$ cat src/rtl/ms_riscv32_mp_pkg.sv
// rtl/ms_riscv32_mp_pkg.sv - shared constants for the ms_riscv32_mp core
//
// Purpose: canonical NOP encoding, base opcode values and the bit positions
// of the RV32 instruction fields. The decode-side blocks import this package.
// Ports: none (package).

package ms_riscv32_mp_pkg;

  // addi x0, x0, 0
  localparam logic [31:0] NOP_INSTR = 32'h0000_0013;

  localparam logic [6:0] OP_IMM = 7'h13;
  localparam logic [6:0] OP     = 7'h33;
  localparam logic [6:0] LOAD   = 7'h03;
  localparam logic [6:0] STORE  = 7'h23;
  localparam logic [6:0] BRANCH = 7'h63;
  localparam logic [6:0] SYSTEM = 7'h73;

  localparam int OPCODE_LSB = 0;
  localparam int OPCODE_MSB = 6;
  localparam int RD_LSB     = 7;
  localparam int RD_MSB     = 11;
  localparam int FUNCT3_LSB = 12;
  localparam int FUNCT3_MSB = 14;
  localparam int RS1_LSB    = 15;
  localparam int RS1_MSB    = 19;
  localparam int RS2_LSB    = 20;
  localparam int RS2_MSB    = 24;
  localparam int FUNCT7_LSB = 25;
  localparam int FUNCT7_MSB = 31;
  localparam int CSR_LSB    = 20;
  localparam int CSR_MSB    = 31;
  // Everything above the opcode, handed on for immediate assembly.
  localparam int BODY_LSB   = 7;
  localparam int BODY_MSB   = 31;

endpackage

$ cat src/rtl/instr_field_split.sv
// rtl/instr_field_split.sv - combinational RV32 instruction field splitter
//
// Purpose: slices a 32-bit instruction into its fixed-position fields.
// Ports:
//   instr_in      in  ILEN  instruction to split
//   opcode_out    out 7     instr[6:0]
//   funct3_out    out 3     instr[14:12]
//   funct7_out    out 7     instr[31:25]
//   rs1addr_out   out 5     instr[19:15]
//   rs2addr_out   out 5     instr[24:20]
//   rdaddr_out    out 5     instr[11:7]
//   csr_addr_out  out 12    instr[31:20]
//   instr_out     out 25    instr[31:7]

module instr_field_split
  import ms_riscv32_mp_pkg::*;
#(
  parameter int ILEN = 32
) (
  input  logic [ILEN-1:0] instr_in,
  output logic [6:0]      opcode_out,
  output logic [2:0]      funct3_out,
  output logic [6:0]      funct7_out,
  output logic [4:0]      rs1addr_out,
  output logic [4:0]      rs2addr_out,
  output logic [4:0]      rdaddr_out,
  output logic [11:0]     csr_addr_out,
  output logic [24:0]     instr_out
);

  assign opcode_out   = instr_in[OPCODE_MSB:OPCODE_LSB];
  assign funct3_out   = instr_in[FUNCT3_MSB:FUNCT3_LSB];
  assign funct7_out   = instr_in[FUNCT7_MSB:FUNCT7_LSB];
  assign rs1addr_out  = instr_in[RS1_MSB:RS1_LSB];
  assign rs2addr_out  = instr_in[RS2_MSB:RS2_LSB];
  assign rdaddr_out   = instr_in[RD_MSB:RD_LSB];
  assign csr_addr_out = instr_in[CSR_MSB:CSR_LSB];
  assign instr_out    = instr_in[BODY_MSB:BODY_LSB];

endmodule

$ cat src/rtl/instr_decode_queue.sv
// rtl/instr_decode_queue.sv - fetch-to-decode {pc, instr} FIFO with flush and field split
//
// Purpose: DEPTH-entry FIFO between instruction-memory response and decode.
// The head entry is split into decode fields; NOP is shown when empty/flushing.
// Ports:
//   ms_riscv32_mp_clk_in  in   clock, rising edge
//   ms_riscv32_mp_rst_in  in   asynchronous active-high reset
//   flush_in              in   synchronous flush (drops queue and any push)
//   in_valid_in/in_ready_out, instr_in, pc_in   fetch-side handshake and data
//   out_valid_out/out_ready_in                  decode-side handshake
//   opcode_out .. instr_out                     head instruction fields
//   pc_out                                      head PC, 0 when not valid
//   count_out                                   occupied entries

module instr_decode_queue #(
  parameter int          ILEN      = 32,
  parameter int          PC_WIDTH  = 32,
  parameter int          DEPTH     = 2,
  parameter logic [31:0] NOP_INSTR = ms_riscv32_mp_pkg::NOP_INSTR
) (
  input  logic                   ms_riscv32_mp_clk_in,
  input  logic                   ms_riscv32_mp_rst_in,
  input  logic                   flush_in,
  input  logic                   in_valid_in,
  output logic                   in_ready_out,
  input  logic [ILEN-1:0]        instr_in,
  input  logic [PC_WIDTH-1:0]    pc_in,
  output logic                   out_valid_out,
  input  logic                   out_ready_in,
  output logic [6:0]             opcode_out,
  output logic [2:0]             funct3_out,
  output logic [6:0]             funct7_out,
  output logic [4:0]             rs1addr_out,
  output logic [4:0]             rs2addr_out,
  output logic [4:0]             rdaddr_out,
  output logic [11:0]            csr_addr_out,
  output logic [24:0]            instr_out,
  output logic [PC_WIDTH-1:0]    pc_out,
  output logic [$clog2(DEPTH):0] count_out
);

  localparam int AW = $clog2(DEPTH);
  localparam int CW = AW + 1;

  logic [ILEN-1:0]     r_instr_mem [DEPTH];
  logic [PC_WIDTH-1:0] r_pc_mem    [DEPTH];
  logic [AW-1:0]       r_wr_ptr;
  logic [AW-1:0]       r_rd_ptr;
  logic [CW-1:0]       r_count;

  logic                w_full;
  logic                w_empty;
  logic                w_push;
  logic                w_pop;
  logic [ILEN-1:0]     w_head_instr;

  assign w_full  = (r_count == CW'(DEPTH));
  assign w_empty = (r_count == '0);

  // No bypass when full: ready drops at count == DEPTH even if decode pops.
  assign in_ready_out  = !w_full && !flush_in;
  assign out_valid_out = !w_empty && !flush_in;

  assign w_push = in_valid_in && in_ready_out;
  assign w_pop  = out_valid_out && out_ready_in;

  // Storage is not reset; contents are only ever read behind a valid count.
  always_ff @(posedge ms_riscv32_mp_clk_in) begin
    if (w_push) begin
      r_instr_mem[r_wr_ptr] <= instr_in;
      r_pc_mem[r_wr_ptr]    <= pc_in;
    end
  end

  // Pointers wrap naturally because DEPTH is a power of two.
  always_ff @(posedge ms_riscv32_mp_clk_in or posedge ms_riscv32_mp_rst_in) begin
    if (ms_riscv32_mp_rst_in) begin
      r_wr_ptr <= '0;
      r_rd_ptr <= '0;
      r_count  <= '0;
    end else if (flush_in) begin
      r_wr_ptr <= '0;
      r_rd_ptr <= '0;
      r_count  <= '0;
    end else begin
      if (w_push) begin
        r_wr_ptr <= r_wr_ptr + AW'(1);
      end
      if (w_pop) begin
        r_rd_ptr <= r_rd_ptr + AW'(1);
      end
      case ({w_push, w_pop})
        2'b10:   r_count <= r_count + CW'(1);
        2'b01:   r_count <= r_count - CW'(1);
        default: r_count <= r_count;
      endcase
    end
  end

  // out_valid_out already folds in flush, so one select covers empty and flush.
  assign w_head_instr = out_valid_out ? r_instr_mem[r_rd_ptr] : NOP_INSTR[ILEN-1:0];
  assign pc_out       = out_valid_out ? r_pc_mem[r_rd_ptr] : '0;
  assign count_out    = r_count;

  instr_field_split #(
    .ILEN (ILEN)
  ) u_field_split (
    .instr_in     (w_head_instr),
    .opcode_out   (opcode_out),
    .funct3_out   (funct3_out),
    .funct7_out   (funct7_out),
    .rs1addr_out  (rs1addr_out),
    .rs2addr_out  (rs2addr_out),
    .rdaddr_out   (rdaddr_out),
    .csr_addr_out (csr_addr_out),
    .instr_out    (instr_out)
  );

endmodule

$ cat config.mk
export PLATFORM = sky130hd
export DESIGN_NAME = instr_decode_queue
export DESIGN_NICKNAME = d
export VERILOG_FILES = /design/src/rtl/ms_riscv32_mp_pkg.sv /design/src/rtl/instr_field_split.sv /design/src/rtl/instr_decode_queue.sv
export SDC_FILE = /design/constraint.sdc
export NUM_CORES = 1
export LEC_CHECK = 0
export ABC_AREA = 1
export BUFFER_PORTS_ARGS = -buffer_cell sky130_fd_sc_hd__buf_2
export CORE_MARGIN = 5
export CORE_UTILIZATION = 51
export DETAILED_ROUTE_END_ITERATION = 10
export PLACE_DENSITY_LB_ADDON = 0.25
export SYNTH_ARGS = -nofsm -noshare
export SYNTH_HDL_FRONTEND = slang
export SYNTH_SLANG_ARGS = --single-unit
$ cat constraint.sdc
create_clock -name ms_riscv32_mp_clk_in -period 5.42 [get_ports ms_riscv32_mp_clk_in]
set_input_delay 1.084 -clock ms_riscv32_mp_clk_in [delete_from_list [all_inputs] [get_ports ms_riscv32_mp_clk_in]]
set_output_delay 1.084 -clock ms_riscv32_mp_clk_in [all_outputs]
set_load 0.05 [all_outputs]
==> results of run 1 <==
-- area by class of cell --
cell class                      instances  area, um^2
Sequential cell                       132        3950
Fill cell                             844        3880
Multi-Input combinational cell        154        1090
Timing Repair Buffer                  179         923
Clock buffer                           17         414
Inverter                               71         267
Clock inverter                         15         189
Tap cell                              140         175
-- power breakdown --
group	internal [mW]	switching [mW]
combinational	0.334	0.961
sequential	1.23	0.0649
clock	0.740	0.400
total	2.30	1.43
-- metrics by stage --
step           std cells  worst slack, ns  instance area, um^2   util  power [mW]
6_report             708             1.60                 7010  0.643        3.73
5_1_grt              708             1.41                 7010  0.643        3.91
3_5_place_dp         676             1.75                 6400  0.588        2.62
2_1_floorplan        409            0.871                 5670      -        2.43
3_3_place_gp         676             1.76                 6400  0.588        2.60
4_1_cts              708             1.56                 7010  0.643        3.77
-- sequential cells by signal, indices dropped and copies added, names as in the netlist --
signal,flops
r_wr_ptr,1
r_pc_mem,64
count_out,2
r_rd_ptr,1
r_instr_mem,64
-- critical path: stages, from the launching register on --
cell and delay (ns):
dfrtp_2 1.03, buf_4 0.47, mux2_2 0.38, nand2_1 0.06
inv_1 0.06, buf_2 0.21
-- synth_stat cells --
cell type,number
inv_1,71
nand2_1,73
edfxtp_1,128
nand3_1,6
o21bai_1,1
mux2_4,2
buf_6,3
o21ai_0,1
o211ai_1,3
buf_4,43
mux2_2,59
nor2_1,7
nor3_1,1
o21ai_1,1
buf_2,6
dfrtp_1,4
-- worst max path at each step --
stage / depth (start not counted) / slack, ns / endpoint / start
global placement: 6 / 1.76 / csr_addr_out[11] / flush_in
finish: 5 / 1.60 / csr_addr_out[9] / r_rd_ptr
detailed placement: 6 / 1.75 / funct7_out[6] / flush_in
CTS: 5 / 1.56 / csr_addr_out[9] / r_rd_ptr
global route: 5 / 1.41 / rs2addr_out[3] / r_rd_ptr
floorplan: 3 / 0.87 / r_instr_mem[0][0] / flush_in
-- per-layer routing --
layer,GRT usage,routed length [um],vias up
met1,0.183,4130,1504
li1,-,-,1635
met4,0.0563,95,0
met2,0.272,5170,134
met5,0,0,-
met3,0.0658,988,10
-- cells by family (layout without fill, tap and decap cells) --
logic type	count (synthesis)	after routing	synth area share
AND/OR/NAND/NOR	87	87	0.0592
buffers and inverters	123	282	0.115
flip-flops	132	132	0.696
AO/OA/AOI/OAI	6	6	0.00706
multiplexers	61	61	0.123
==> results.json, run 1 <==
{
  "drt_iter0_drc": 98,
  "post-dp-hpwl_um": 7030,
  "ff2ff_path_depth": 5,
  "htreeDepth": 4,
  "gp_congestion": 0.787,
  "hold_buffers": 0,
  "setup_tns_ns": 0,
  "ir_drop_mv": 0.234,
  "initial_core_util": 0.520,
  "grt_pass1_wl_um": 16100,
  "hold_path.class": "primary input to async pin",
  "antenna_cells": 0,
  "grt_pass1_vias": 3369,
  "wl_per_cell_um": 14.7,
  "syn_nets": 478,
  "numPortBuffers": 173,
  "synth-seq-area-share": 0.696,
  "num_vias": 3283,
  "grt_usage": 0.160,
  "clock.fmax_ghz": 0.262,
  "critPathCaptureType": "output pin",
  "timing.rr.start": "count_out[0]",
  "drc": 0,
  "synthCells": 409,
  "r2r-end": "r_pc_mem[0][13]",
  "viasPerCell": 4.64,
  "cts_buffer_depth": 2,
  "row_count": 38,
  "yosysTopAreaCellShare": 0.678,
  "drive_gt1_frac": 0.481,
  "cts_buffers": 17,
  "r2r_slack_ns": 3.33,
  "ys_ff_latch": 132,
  "clkLatencyLatePin_ns": 0.51,
  "antenna_found_initial": 0,
  "core-area_um2": 10900,
  "status": "complete, no violations",
  "cp.required_ns": 4.34,
  "overflow": 0,
  "area_delta_synth_final_pct": 23.6,
  "cts_tree": "yes",
  "p_per_area_nw_per_um2": 532,
  "yosys-top-cells-area": "edfxtp_1 (68%), mux2_2 (12%), buf_4 (5.7%), nand2_1 (4.8%), inv_1 (4.7%)",
  "critPathMaxFanout": 46,
  "period_share": 0.706,
  "ant_nets": 0,
  "yosysWarnings": 0,
  "final.setup_skew_ns": 0.00558,
  "avgSynthCellArea_um2": 13.9,
  "maxCapViolCount": 0,
  "die_h_um": 115,
  "crit_type": "flop to output pin",
  "dieWidth_um": 115,
  "cp.arrival_ns": 2.74,
  "ys_types": 16,
  "first_pass_iters": 4,
  "numClockSinks": 132,
  "syn-cell-area_um2": 5670,
  "finalNetCount": 624,
  "final_common_cell": "buf_2",
  "synth_top_cell_by_area": "edfxtp_1",
  "cts_resized": 0,
  "hold_viol_final": 0,
  "final_cell_mix": "buf_2 (173), edfxtp_1 (128), nand2_1 (73)",
  "cp-start-kind": "flop",
  "rsz0062_at_grt": "false",
  "maxSlewViolCount": 0,
  "tightest_slew_ns": 1.01,
  "totalWireLength_um": 10400,
  "slew_headroom": 0.327,
  "setup_viol": 0,
  "whs_ns": 0.448,
  "period_needed_ns": 3.82,
  "clkTransAtPathRegs_ns": 0.06,
  "root_buffer": "clkbuf_8",
  "cts_setup_buffers": 0,
  "p_leak_nw": 3.33,
  "die-area_um2": 13300,
  "io_pins": 174,
  "grt_max_degree": 47
}
Power figures use the tool's default switching activity.
==> run 2: changes to the inputs <==
--- a/config.mk
+++ b/config.mk
@@ -5,10 +5,10 @@
 export SDC_FILE = /design/constraint.sdc
 export NUM_CORES = 1
 export LEC_CHECK = 0
-export ABC_AREA = 1
+export ABC_AREA = 0
 export BUFFER_PORTS_ARGS = -buffer_cell sky130_fd_sc_hd__buf_2
 export CORE_MARGIN = 5
-export CORE_UTILIZATION = 51
+export CORE_UTILIZATION = 46
 export DETAILED_ROUTE_END_ITERATION = 10
 export PLACE_DENSITY_LB_ADDON = 0.25
 export SYNTH_ARGS = -nofsm -noshare
==> constraint.sdc (replaced) <==
create_clock -name ms_riscv32_mp_clk_in -period 3.06 [get_ports ms_riscv32_mp_clk_in]
set_input_delay 0.612 -clock ms_riscv32_mp_clk_in [delete_from_list [all_inputs] [get_ports ms_riscv32_mp_clk_in]]
set_output_delay 0.612 -clock ms_riscv32_mp_clk_in [all_outputs]
set_load 0.05 [all_outputs]
==> run 2 against run 1 <==
  * First-iteration DRC count increased by 5.1%
  * Sequential power increased by 62%
  * Final area is 4.1% lower
==> results.json, run 2 <==
{
  "ff2ff_path_depth": 3,
  "status": "complete, no violations",
  "critPathCaptureType": "output pin",
  "cts_buffers": 17,
  "p_per_area_nw_per_um2": 692,
  "synthAdderAreaFrac": 0,
  "synthSimpleGateAreaFrac": 0.0570,
  "drive_gt1_frac": 0.433,
  "slowest_stage": "dfrtp_2",
  "final_common_cell": "buf_2",
  "drc": 0,
  "period_needed_ns": 2.72,
  "synth_edf_count": 128,
  "postLayoutCellArea_um2": 6720,
  "hold_buffers": 0,
  "synth_xor_area_frac": 0.00164,
  "root_buffer": "clkbuf_16",
  "placed_cell_area_um2": 6130,
  "crit_cells": 5,
  "io_pins": 174,
  "slew_headroom": 0.550,
  "ir_drop_mv": 0.388,
  "synth.area.mux_share": 0.122,
  "yosysTopAreaCellShare": 0.718,
  "tightest_slew_ns": 0.675,
  "yosysWarnings": 0,
  "numPortBuffers": 173,
  "crit_family": "buffers and inverters",
  "synth_compound_area_frac": 0.00842,
  "ys_types": 23,
  "clkTransAtPathRegs_ns": 0.05,
  "hold_viol_final": 0,
  "final_cell_mix": "buf_2 (173), edfxtp_1 (128), mux2i_1 (65)",
  "totalWireLength_um": 10200,
  "cpPeakStageDelay_ns": 0.44,
  "maxCapViolCount": 0,
  "timing.rr.start": "count_out[1]",
  "core-area_um2": 11400,
  "antenna_cells": 0,
  "post-dp-hpwl_um": 6470,
  "cp.arrival_ns": 2.11,
  "period_share": 0.888,
  "gp_congestion": 0.759,
  "yosys-top-cells-area": "edfxtp_1 (72%), mux2i_1 (12%), buf_4 (5.3%), nor2_1 (4.5%), dfrtp_1 (1.9%)",
  "grt_usage": 0.149,
  "cpMostUsedCell": "nor2_1",
  "area_delta_synth_final_pct": 25.5,
  "final.setup.worst_slack_ns": 0.343,
  "viasPerCell": 4.81,
  "grt_max_degree": 65,
  "grt_pass1_wl_um": 16300,
  "synthFlopType": "edfxtp_1",
  "crit_chain": "nor2_1 -> or2_2 -> buf_4 -> nor2_1 -> buf_2",
  "crit_end": "rs2addr_out[4]",
  "hold_path.class": "primary input to async pin",
  "synthArstFlopShare": 0.0303,
  "wl_per_cell_um": 16.0,
  "dieWidth_um": 118,
  "cp.required_ns": 2.45,
  "clkLatencyLatePin_ns": 0.41,
  "r2r-end": "r_instr_mem[0][25]",
  "crit_type": "flop to output pin",
  "cts_resized": 0,
  "grt_pass1_vias": 3199,
  "avgSynthCellArea_um2": 16.0,
  "synthCells": 335,
  "p_total_mw": 4.65,
  "syn-cell-area_um2": 5350,
  "numClockSinks": 132,
  "synth-seq-area-share": 0.737,
  "die_h_um": 118,
  "row_count": 39,
  "crit_buf_inv": 2,
  "drt_iter0_drc": 103,
  "ant_nets": 0,
  "p_leak_nw": 2.70,
  "postLayoutCoreUtil": 0.588,
  "synth_top_cell_by_area": "edfxtp_1",
  "num_vias": 3062,
  "syn_nets": 404,
  "post-place-ws_ns": 0.444,
  "first_pass_iters": 4,
  "final.setup_skew_ns": 0.0105,
  "die-area_um2": 13900,
  "rsz0062_at_grt": "false",
  "ys_ff_latch": 132,
  "cts_setup_buffers": 0,
  "finalNonFillerCells": 637,
  "synth.most_common_cell": "edfxtp_1",
  "finalNetCount": 550,
  "synth.top_cells.by_count": "edfxtp_1 (128), mux2i_1 (65), nor2_1 (64)",
  "critPathMaxFanout": 62,
  "r2r_slack_ns": 1.39,
  "seqCellArea_um2": 3950,
  "htreeDepth": 4,
  "dp.cells": 605,
  "crit_start": "count_out[0]",
  "fillCellCount": 934,
  "clock.fmax_ghz": 0.368,
  "multi_input_area_um2": 1030,
  "maxSlewViolCount": 0,
  "antenna_found_initial": 0,
  "cts_tree": "yes",
  "synth_top_family_by_area": "multiplexers",
  "cp-start-kind": "flop",
  "initial_core_util": 0.469,
  "overflow": 0,
  "cts_buffer_depth": 2,
  "setup_viol": 0
}
[run 2: cell types whose count changed in the layout (fill, tap and decap cells not counted), moves of 6 or more]
cell / previous run / this run
mux2i_1: 0 / 65
nand2_1: 73 / 3
nor2_1: 4 / 64
nand3_1: 6 / 0
inv_1: 71 / 2
mux2_2: 59 / 0
[run 2: routing by layer]
layer | vias up | track usage | wire (um)
met4 | 0 | 0.0559 | 148
met1 | 1469 | 0.170 | 3970
met2 | 106 | 0.255 | 5390
li1 | 1478 | - | -
met3 | 9 | 0.0538 | 659
met5 | - | 0 | 0
[run 2: final cells by class]
cell class,instances,share of cell area
sequential,132,0.588
inverter,3,0.00168
multi-input combinational,149,0.154
timing repair buffer,178,0.142
clock buffer,18,0.0639
clock inverter,14,0.0240
tap,143,0.0266
[run 2: stage by stage]
step	hold WS, ns	setup TNS (ns)
2_1_floorplan	0.378	-15.64
3_3_place_gp	0.501	0
3_5_place_dp	0.503	0
4_1_cts	0.0732	0
5_1_grt	0.0751	0
6_report	0.0854	0
[run 2: where the power goes]
group	internal, mW	switching (mW)	total, mW
Clock	1.27	0.725	2.00
Combinational	0.157	0.398	0.554
Sequential	2.06	0.0327	2.09
Total	3.49	1.16	4.65
[run 2: how the worst min path moves through the flow]
| stage | from | end | slack, ns |
|---|---|---|---|
| 3_5_place_dp | ms_riscv32_mp_rst_in | r_wr_ptr | 0.50 |
| 3_3_place_gp | ms_riscv32_mp_rst_in | r_wr_ptr | 0.50 |
| 6_report | ms_riscv32_mp_rst_in | r_wr_ptr | 0.09 |
| 4_1_cts | ms_riscv32_mp_rst_in | r_wr_ptr | 0.07 |
| 5_1_grt | ms_riscv32_mp_rst_in | r_wr_ptr | 0.08 |
| 2_1_floorplan | ms_riscv32_mp_rst_in | r_rd_ptr | 0.38 |
[run 2: cell families (layout without fill, tap and decap cells)]
| kind of cell | count (synthesis) | count (layout) |
|---|---|---|
| buffers and inverters | 54 | 213 |
| AO/OA/AOI/OAI | 8 | 8 |
| flip-flops | 132 | 132 |
| XOR/XNOR | 1 | 1 |
| AND/OR/NAND/NOR | 75 | 75 |
| multiplexers | 65 | 65 |
